$ cat src/rtl/wb_pkg.sv
// Shared Wishbone B3 definitions for the line burst master.
// Holds the cycle-type (CTI) and burst-type (BTE) codes, the burst FSM
// state encoding and a helper that maps a line length to its wrap BTE code.
package wb_pkg;

    localparam logic [2:0] CTI_CLASSIC = 3'b000;
    localparam logic [2:0] CTI_INCR    = 3'b010;
    localparam logic [2:0] CTI_EOB     = 3'b111;

    localparam logic [1:0] BTE_LINEAR  = 2'b00;
    localparam logic [1:0] BTE_WRAP4   = 2'b01;
    localparam logic [1:0] BTE_WRAP8   = 2'b10;
    localparam logic [1:0] BTE_WRAP16  = 2'b11;

    typedef enum logic [1:0] {
        ST_IDLE  = 2'd0,
        ST_BURST = 2'd1,
        ST_RETRY = 2'd2,
        ST_RESP  = 2'd3
    } wb_state_e;

    // Wrap burst type matching a line of the given number of beats.
    function automatic logic [1:0] bte_for_words(input int unsigned words);
        case (words)
            4:       return BTE_WRAP4;
            8:       return BTE_WRAP8;
            16:      return BTE_WRAP16;
            default: return BTE_LINEAR;
        endcase
    endfunction

endpackage

$ cat src/rtl/wb_burst_addr_gen.sv
// Beat address generator for one cache-line burst.
// Holds the line base, the start word, the current word index, the beat
// count and a registered last-beat flag.
//   load_i    : capture a new request address (adr_i) and start at its word
//   advance_i : one beat acknowledged, move to the next word of the line
//   restart_i : begin the burst again from the start word (after a retry)
//   adr_o     : current beat byte address
//   cti_o     : INCR for all beats but the last, EOB on the last
//   word_idx_o: index of the line word addressed by the current beat
//   last_o    : current beat is the final beat of the line
module wb_burst_addr_gen
    import wb_pkg::*;
#(
    parameter int AW         = 32,
    parameter int DW         = 32,
    parameter int LINE_WORDS = 8,
    parameter int WRAP       = 0
) (
    input  logic                          wb_clk_i,
    input  logic                          rst,
    input  logic                          load_i,
    input  logic [AW-1:0]                 adr_i,
    input  logic                          advance_i,
    input  logic                          restart_i,
    output logic [AW-1:0]                 adr_o,
    output logic [2:0]                    cti_o,
    output logic [$clog2(LINE_WORDS)-1:0] word_idx_o,
    output logic                          last_o
);

    localparam int WI = $clog2(LINE_WORDS);
    localparam int BO = $clog2(DW/8);
    localparam int LO = WI + BO;

    logic [AW-1:0] base_q,  base_d;
    logic [WI-1:0] start_q, start_d;
    logic [WI-1:0] idx_q,   idx_d;
    logic [WI-1:0] beat_q,  beat_d;
    logic          last_q,  last_d;

    // Byte-offset bits never reach the bus; the word field is unused when
    // bursts always start at the line base.
    logic unused_adr_bits;
    assign unused_adr_bits = ^adr_i[LO-1:0];

    always_ff @(posedge wb_clk_i) begin
        if (rst) begin
            base_q  <= '0;
            start_q <= '0;
            idx_q   <= '0;
            beat_q  <= '0;
            last_q  <= 1'b0;
        end else begin
            base_q  <= base_d;
            start_q <= start_d;
            idx_q   <= idx_d;
            beat_q  <= beat_d;
            last_q  <= last_d;
        end
    end

    always_comb begin
        base_d  = base_q;
        start_d = start_q;
        idx_d   = idx_q;
        beat_d  = beat_q;
        last_d  = last_q;
        if (load_i) begin
            base_d  = {adr_i[AW-1:LO], {LO{1'b0}}};
            start_d = (WRAP != 0) ? adr_i[LO-1:BO] : '0;
            idx_d   = (WRAP != 0) ? adr_i[LO-1:BO] : '0;
            beat_d  = '0;
            last_d  = 1'b0;
        end else if (restart_i) begin
            idx_d   = start_q;
            beat_d  = '0;
            last_d  = 1'b0;
        end else if (advance_i) begin
            // LINE_WORDS is a power of two, so natural overflow of the
            // index keeps it inside the line in both linear and wrap modes.
            idx_d   = idx_q + 1'b1;
            beat_d  = beat_q + 1'b1;
            last_d  = (beat_q == WI'(LINE_WORDS - 2));
        end
    end

    assign adr_o      = base_q | (AW'(idx_q) << BO);
    assign cti_o      = last_q ? CTI_EOB : CTI_INCR;
    assign word_idx_o = idx_q;
    assign last_o     = last_q;

endmodule

$ cat src/rtl/wb_line_burst_master.sv
// Wishbone B3 registered-feedback burst master that moves one cache line
// per request, for refill (read) or writeback (write), with err/rty handling.
// Ports:
//   wb_clk_i, rst               : clock, synchronous active-high reset
//   req_valid/req_ready         : line request handshake
//   req_we, req_adr, req_wdata  : request kind, requested word address, line
//   rsp_valid, rsp_err          : one-cycle completion pulse and its status
//   rsp_rdata                   : refill line, word-indexed
//   wb_*_o / wb_*_i             : Wishbone master interface
//   dbg_state_o                 : current FSM state
//
// Handshake: a request transfers on a rising edge where req_valid and
// req_ready are both high; req_ready is high only in IDLE, so nothing is
// accepted while a burst or its response is in flight. rsp_valid is a
// single-cycle pulse with no back-pressure; rsp_err and rsp_rdata are valid
// in that cycle and held until the next accept.
module wb_line_burst_master
    import wb_pkg::*;
#(
    parameter int DW         = 32,
    parameter int AW         = 32,
    parameter int LINE_WORDS = 8,
    parameter int WRAP       = 0,
    parameter int MAX_RETRY  = 3
) (
    input  logic                     wb_clk_i,
    input  logic                     rst,
    input  logic                     req_valid,
    output logic                     req_ready,
    input  logic                     req_we,
    input  logic [AW-1:0]            req_adr,
    input  logic [LINE_WORDS*DW-1:0] req_wdata,
    output logic                     rsp_valid,
    output logic                     rsp_err,
    output logic [LINE_WORDS*DW-1:0] rsp_rdata,
    output logic                     wb_cyc_o,
    output logic                     wb_stb_o,
    output logic                     wb_we_o,
    output logic [AW-1:0]            wb_adr_o,
    output logic [DW/8-1:0]          wb_sel_o,
    output logic [DW-1:0]            wb_dat_o,
    output logic [2:0]               wb_cti_o,
    output logic [1:0]               wb_bte_o,
    input  logic [DW-1:0]            wb_dat_i,
    input  logic                     wb_ack_i,
    input  logic                     wb_err_i,
    input  logic                     wb_rty_i,
    output wb_state_e                dbg_state_o
);

    localparam int WI = $clog2(LINE_WORDS);
    localparam int RW = (MAX_RETRY > 0) ? $clog2(MAX_RETRY + 1) : 1;
    localparam logic [1:0] BTE_CODE = (WRAP != 0) ? bte_for_words(LINE_WORDS) : BTE_LINEAR;

    wb_state_e               state_q, state_d;
    logic                    we_q, we_d;
    logic [LINE_WORDS*DW-1:0] wdata_q, wdata_d;
    logic [RW-1:0]           retry_q, retry_d;
    logic                    rsp_err_q, rsp_err_d;
    logic [LINE_WORDS*DW-1:0] rdata_q;

    logic          load, advance, restart, capture;
    logic [2:0]    gen_cti;
    logic [WI-1:0] word_idx;
    logic          last_beat;
    logic          in_burst;

    wb_burst_addr_gen #(
        .AW         (AW),
        .DW         (DW),
        .LINE_WORDS (LINE_WORDS),
        .WRAP       (WRAP)
    ) u_addr_gen (
        .wb_clk_i   (wb_clk_i),
        .rst        (rst),
        .load_i     (load),
        .adr_i      (req_adr),
        .advance_i  (advance),
        .restart_i  (restart),
        .adr_o      (wb_adr_o),
        .cti_o      (gen_cti),
        .word_idx_o (word_idx),
        .last_o     (last_beat)
    );

    always_ff @(posedge wb_clk_i) begin
        if (rst) begin
            state_q   <= ST_IDLE;
            we_q      <= 1'b0;
            wdata_q   <= '0;
            retry_q   <= '0;
            rsp_err_q <= 1'b0;
            rdata_q   <= '0;
        end else begin
            state_q   <= state_d;
            we_q      <= we_d;
            wdata_q   <= wdata_d;
            retry_q   <= retry_d;
            rsp_err_q <= rsp_err_d;
            if (capture) begin
                rdata_q[int'(word_idx)*DW +: DW] <= wb_dat_i;
            end
        end
    end

    // Terminations are only looked at while stb is high (BURST), with
    // priority err > rty > ack.
    always_comb begin
        state_d   = state_q;
        we_d      = we_q;
        wdata_d   = wdata_q;
        retry_d   = retry_q;
        rsp_err_d = rsp_err_q;
        load      = 1'b0;
        advance   = 1'b0;
        restart   = 1'b0;
        capture   = 1'b0;
        case (state_q)
            ST_IDLE: begin
                if (req_valid) begin
                    we_d      = req_we;
                    wdata_d   = req_wdata;
                    retry_d   = '0;
                    rsp_err_d = 1'b0;
                    load      = 1'b1;
                    state_d   = ST_BURST;
                end
            end
            ST_BURST: begin
                if (wb_err_i) begin
                    rsp_err_d = 1'b1;
                    state_d   = ST_RESP;
                end else if (wb_rty_i) begin
                    if (retry_q < RW'(MAX_RETRY)) begin
                        retry_d = retry_q + 1'b1;
                        state_d = ST_RETRY;
                    end else begin
                        rsp_err_d = 1'b1;
                        state_d   = ST_RESP;
                    end
                end else if (wb_ack_i) begin
                    advance = 1'b1;
                    capture = !we_q;
                    if (last_beat) begin
                        state_d = ST_RESP;
                    end
                end
            end
            ST_RETRY: begin
                // One idle cycle with cyc low, then the whole line again.
                restart = 1'b1;
                state_d = ST_BURST;
            end
            ST_RESP: begin
                state_d = ST_IDLE;
            end
            default: state_d = ST_IDLE;
        endcase
    end

    assign in_burst = (state_q == ST_BURST);

    always_comb begin
        wb_dat_o = '0;
        if (in_burst && we_q) begin
            wb_dat_o = wdata_q[int'(word_idx)*DW +: DW];
        end
    end

    assign req_ready   = (state_q == ST_IDLE);
    assign rsp_valid   = (state_q == ST_RESP);
    assign rsp_err     = rsp_err_q;
    assign rsp_rdata   = rdata_q;
    assign wb_cyc_o    = in_burst;
    assign wb_stb_o    = in_burst;
    assign wb_we_o     = in_burst && we_q;
    assign wb_sel_o    = '1;
    assign wb_cti_o    = in_burst ? gen_cti : CTI_EOB;
    assign wb_bte_o    = in_burst ? BTE_CODE : BTE_LINEAR;
    assign dbg_state_o = state_q;

endmodule

$ cat config.mk
export PLATFORM = sky130hd
export DESIGN_NAME = wb_line_burst_master
export DESIGN_NICKNAME = d
export VERILOG_FILES = /design/src/rtl/wb_pkg.sv /design/src/rtl/wb_burst_addr_gen.sv /design/src/rtl/wb_line_burst_master.sv
export SDC_FILE = /design/constraint.sdc
export NUM_CORES = 1
export LEC_CHECK = 0
export BUFFER_PORTS_ARGS = -buffer_cell sky130_fd_sc_hd__buf_4
export CORE_AREA = 2 2 256 258
export CTS_CLUSTER_SIZE = 12
export DETAILED_ROUTE_END_ITERATION = 6
export DIE_AREA = 0 0 258 260
export GPL_ROUTABILITY_DRIVEN = 0
export GPL_TIMING_DRIVEN = 1
export PLACE_DENSITY = 0.66
export SETUP_SLACK_MARGIN = 0.02
export SYNTH_ARGS = -nofsm -noshare
export SYNTH_HDL_FRONTEND = slang
export SYNTH_SLANG_ARGS = --single-unit
$ cat constraint.sdc
create_clock -name wb_clk_i -period 3.1 [get_ports wb_clk_i]
set_input_delay 0.31 -clock wb_clk_i [delete_from_list [all_inputs] [get_ports wb_clk_i]]
set_output_delay 0.31 -clock wb_clk_i [all_outputs]
set_load 0.02 [all_outputs]
==> results of run 1 <==
[metal layers]
metal | wire length [um] | track usage (%) | vias to the layer above | part of all wire [%]
li1 | - | - | 9872 | -
met1 | 31700 | 27.0 | 9912 | 38
met2 | 40100 | 40.6 | 907 | 48
met3 | 5830 | 4.86 | 206 | 7.0
met4 | 5200 | 14.3 | 0 | 6.3
met5 | 0 | 0 | - | 0
[cells by family (layout without fill, tap and decap cells)]
family	Yosys count	in the layout	share of synthesized area [%]
fa+ha+maj	7	7	0.402
compound gates	399	399	10.7
other cells	2	21	0.0345
flops	552	552	50.7
simple gates	941	941	17.0
buf+inv	218	1117	4.21
mux	291	291	17.0
[worst paths after layout]
path	end
max	wb_dat_o[1]
min	wdata_q[181]$_SDFFE_PP0P_
max reg2reg	rsp_rdata[250]$_SDFFE_PP0P_
min reg2reg	wdata_q[82]$_SDFFE_PP0P_
[cells in the final DEF (no fill, tap or decap), types with 30 or more instances in the layout]
| cell | synthesis | final |
|---|---|---|
| nand2_1 | 893 | 893 |
| buf_4 | 14 | 680 |
| dfxtp_1 | 552 | 550 |
| dlygate4sd3_1 | 0 | 314 |
| a21oi_1 | 294 | 294 |
| mux2i_1 | 227 | 227 |
| mux4_2 | 64 | 64 |
| clkbuf_16 | 0 | 61 |
| a22o_1 | 32 | 32 |
| o31ai_1 | 30 | 30 |
[sequential cells by signal, summed over array words and instances, names as in the netlist]
register and count:
u_addr_gen.last_o 1, rsp_rdata 256, u_addr_gen.base_q 27, dbg_state_o 2
u_addr_gen.beat_q 3, u_addr_gen.word_idx_o 3, wdata_q 256, retry_q 2
rsp_err 1, we_q 1
[through the flow]
step / worst slack, ns / instance area [um^2] / std cells
final: 0.160 / 32500 / 4183
after global routing: 0.0409 / 32500 / 4180
after CTS: 0.0681 / 32500 / 4171
after detailed placement: 0.490 / 27400 / 3752
after global placement: 0.502 / 27400 / 3752
after floorplan: 0.0355 / 21800 / 2417
[power by group through the flow]
stage          registers (mW)  logic, mW  clock network (mW)
6_report                 7.50       1.81                7.13
5_1_grt                  7.52       1.95                7.52
4_1_cts                  7.49       1.77                7.23
3_5_place_dp             7.64       1.44                   0
3_3_place_gp             7.63       1.43                   0
2_1_floorplan            7.64      0.748                   0
[timing repair]
item / CTS / global route
endpoints found under the setup margin: 0 / 1
gates resized for setup: 0 / 1
hold buffers: 314 / 0
endpoints found under the hold margin: 344 / 0
[final cells by class]
class	count	area [um^2]	share of cell area [%]
clock buffers	90	1770	5.43
well taps	855	1070	3.29
flip-flops and latches	552	11100	34.0
diodes	12	30.0	0.0924
repair buffers	1005	8460	26.0
clock inverters	15	186	0.574
inverters	7	33.8	0.104
multi-input cells	1647	9890	30.4
[critical path: stages, from the launching register on]
cell,delay [ns]
dfxtp_4,0.35
buf_12,0.32
mux4_2,0.62
a22o_1,0.33
buf_4,0.23
==> metrics, run 1 <==
status=finished, final reports clean; Sw Ratio=roughly 25%; R2R Setup Slk=roughly 0.48 ns; first-pass GRT wire length=123,000 um; Pleak=14.1 nW; setup TNS=0 ns; share of cells above drive strength 1=between 20% and 30%; most common cell in the netlist=nand2_1; H-tree lvl count=2; full die area=67,100 um^2; Detail Route Antenna Nets=0; Tot Pwr=~16 mW; NetSw=4.09 mW; via count=20.9k; WHS=roughly 0.040 ns; Root Driver=clkbuf_16; fin crit share=a little over nine tenths; io pins=664; Int Pwr=about 12 mW; reg2reg start=u_addr_gen.word_idx_o[0]$_SDFFE_PP0P_; Peak supply drop=approximately 0.52 mV; yosys warns=0; Nets=between 3k and 4k; worst hold start=req_wdata[181]; post-synth top area cell=dfxtp_1; Num CTS Buffers=60; clk_skew=0.0141 ns; Core ar.=between 60,000 and 70,000 um^2; Rows=93; Worst EP required=about 2.8 ns; Total Routed Length=about 83,000 um; Crit Path Max Fanout=75; Worst Path Arrival=between 2 and 3 ns; Yosys cell types=43; largest net degree at the start of global routing=between 150 and 200; WS Path Type=reg -> out; number of synthesized flops with an enable pin=0; Synth top area share=50.7%; register area share after synthesis=approximately 51%; total track usage=between 20% and 30%; Synth Register Bits=between 500 and 600; overflow left after global routing=0; Mapped Cells=around 2.4k; antenna violations before repair=12; most frequent cells after synthesis=893 x nand2_1, 552 x dfxtp_1, 294 x a21oi_1; fin. max-slew vios=0; Setup violations, final=0; drt via density=roughly 5; CTS tree=done; ranking of synthesized cells by area=dfxtp_1 51%, nand2_1 15%, mux2i_1 10%; Max-Cap Viols=0; Tightest Pin Transition=between 0.9 and 1 ns; Top FF cell, synth=dfxtp_1; Die Y=about 260 um; Final Core Density=about half; Syn Std Cell Area=21,800 um^2; R2R cell count=7; Min-Delay Path Class=in -> reg; max_slew headroom=a little under two fifths; RSZ-0062 raised after global routing=false; final hold vios=0; area delta synth->final=49.1%; Comb pwr share=a little over a tenth; synthesized area per cell=roughly 9.0 um^2; HPWL after detailed placement=55,900 um; # DRC=0; CTS sink count=552; Clock transition at path regs=~0.06 ns; Power Density=506 nW/um^2; port bufs=roughly 650; # fillers=about 5.7k; Starting Density=approximately a third; FFs w/ async S/R, synth=0%; DRT iter0 DRCs=1,661; achievable clock frequency=about 340 MHz; first drt pass iteration count=5; Setup crit start=u_addr_gen.word_idx_o[0]$_SDFFE_PP0P_; vias in the first global route=around 21k; Post-CTS Repair Setup Buffers=0; Startpoint Class=flop; Crit. End Element=output pin; CTS max path bufs=3; Seq pwr share=a little under half; Period minus WS final=between 2 and 3 ns; Clock Latency Late Sink=a little over 0.6 ns; clock power share=43.4%; Routed wire per std cell=around 20 um; Hold Path Cell Cnt=3; Die X=roughly 260 um
(Power assumes the default switching activity.)
==> run 2: changes to the inputs <==
--- a/config.mk
+++ b/config.mk
@@ -12,6 +12,7 @@
 export DIE_AREA = 0 0 258 260
 export GPL_ROUTABILITY_DRIVEN = 0
 export GPL_TIMING_DRIVEN = 1
+export MAX_ROUTING_LAYER = met4
 export PLACE_DENSITY = 0.66
 export SETUP_SLACK_MARGIN = 0.02
 export SYNTH_ARGS = -nofsm -noshare
==> run 2 against run 1 <==
  * Maximum frequency is 0.11% lower
  * Cell count is essentially flat
  * Via count grew 0.42%
  * Combinational power about the same
  * First-iteration DRC count increased by 6.0%
==> metrics, run 2 (synthesis results as in run 1) <==
Num CTS Buffers=60 (unchanged); R2R cell count=8 (+1); Worst Path Arrival=2.63 ns (about the same); HPWL after detailed placement=55,900 um (unchanged); Post-CTS Repair Setup Buffers=0 (unchanged); Tightest Pin Transition=1.03 ns (+0.0910 ns); CP max stage delay=0.62 ns (about the same); CTS tree=done; worst hold start=req_wdata[120]; Clock Latency Late Sink=0.62 ns (about the same); # DRC=0 (unchanged); Die Y=260 um (unchanged); Power Density=506 nW/um^2 (about the same); Clock transition at path regs=0.06 ns (about the same); antenna violations before repair=14 (+2); Startpoint Class=flop; # fillers=5,654 (+0.018%); achievable clock frequency=340 MHz (-0.11%); Setup WS post-layout=0.157 ns (-0.00310 ns); Setup violations, final=0 (unchanged); Crit. End Element=output pin; Max-Cap Viols=0 (unchanged); Worst EP required=2.79 ns (about the same); max_slew headroom=31.1% (-6.1 points); Starting Density=34.0% (unchanged); Setup crit start=u_addr_gen.word_idx_o[0]$_SDFFE_PP0P_; first-pass GRT wire length=123,000 um (about the same); Core ar.=64,100 um^2 (unchanged); CTS max path bufs=3 (unchanged); pre-CTS setup slack=0.490 ns (unchanged); Total Routed Length=83,000 um (+0.16%); Min-Delay Path Class=in -> reg; Peak supply drop=0.519 mV (-0.43%); setup TNS=0 ns (unchanged); area delta synth->final=49.1% (about the same); reg2reg start=u_addr_gen.word_idx_o[0]$_SDFFE_PP0P_; DRT iter0 DRCs=1,761 (+6.0%); io pins=664 (unchanged); Period minus WS final=2.94 ns (+0.00310 ns); Final Core Density=50.7% (about the same); commonest non-fill, non-tap cell in the layout=nand2_1; final hold vios=0 (unchanged); drt via density=5.01 (+0.37%); Root Driver=clkbuf_16; largest net degree at the start of global routing=194 (unchanged); Hold Path Cell Cnt=3 (unchanged); Non-Filler Instances=4,185 (+0.048%); total track usage=24.3% (+0.73 points); via count=21.0k (+0.42%); overflow left after global routing=0 (unchanged); WS Path Type=reg -> out; Rows=93 (unchanged); first drt pass iteration count=5 (unchanged); share of cells above drive strength 1=26.1% (unchanged); Detail Route Antenna Nets=0 (unchanged); crit path cell chain=buf_12 > mux4_2 > a22o_1 > buf_4; H-tree lvl count=2 (unchanged); RSZ-0062 raised after global routing=false; Die X=258 um (unchanged); full die area=67,100 um^2 (unchanged); Pleak=14.1 nW (unchanged); commonest non-fill, non-tap cells in the layout=893 x nand2_1, 680 x buf_4, 550 x dfxtp_1; clk_skew=0.0188 ns (+0.00471 ns); Crit Path Max Fanout=74 (-1.3%); Routed wire per std cell=19.8 um (+0.12%); status=finished, final reports clean; port bufs=649 (unchanged); CP max-delay cell=mux4_2; Inst Count DP=3,752 (unchanged); fin. max-slew vios=0 (unchanged); CTS sink count=552 (unchanged); Nets=3,607 (unchanged); fin crit share=94.9% (+0.10 points); Tot Pwr=16.4 mW (about the same); vias in the first global route=20.7k (-0.082%)
## run 2: changes by cell type in the layout (fill, tap and decap cells not counted), sizes merged
cell   delta
diode     +2
## run 2: layout make-up
class	count	area (um^2)	area share [%]
timing repair buffer	1005	8460	26.0
inverter	7	33.8	0.104
multi-input combinational	1647	9890	30.4
sequential	552	11100	34.0
clock buffer	90	1770	5.43
tap	855	1070	3.29
antenna	14	35.0	0.108
clock inverter	15	186	0.574
## run 2: power breakdown
group          internal (mW)  switching, mW  total, mW
clock                   4.10           3.02       7.12
sequential              7.36          0.144       7.50
combinational          0.886          0.920       1.81
total                   12.3           4.09       16.4
## run 2: path summary, 6_finish.rpt
path / to / slack (ns)
max: wb_dat_o[1] / 0.16
min: wdata_q[120]$_SDFFE_PP0P_ / 0.04
max reg2reg: rsp_rdata[109]$_SDFFE_PP0P_ / 0.48
min reg2reg: wdata_q[102]$_SDFFE_PP0P_ / 0.45
## run 2: worst max-delay path: cells and delay by family (launching register included)
kind | cells | cell delay, ns
flops | 1 | 0.35
buf+inv | 2 | 0.53
compound gates | 1 | 0.33
mux | 1 | 0.62
## run 2: routing by layer
metal  vias to the layer above  track usage (%)  wire, um  part of all wire, %
met2                       914             40.5     40200                   48
met5                         -                -         0                    0
met3                       220             4.48      5500                  6.6
met4                         0             14.3      5320                  6.4
li1                       9879                -         -                    -
met1                      9971             27.3     32000                   39
## run 2: what timing repair did
item,in CTS,in global routing
endpoints found under the hold margin,344,0
resized for setup,0,1
hold buffers,314,0
setup endpoints to repair,0,1
## run 2: per-stage QoR
stage          hold slack, ns  instance area [um^2]
2_1_floorplan           0.433                 21800
3_3_place_gp            0.439                 27400
3_5_place_dp            0.443                 27400
4_1_cts               0.00850                 32500
5_1_grt                0.0157                 32500
6_report               0.0390                 32500
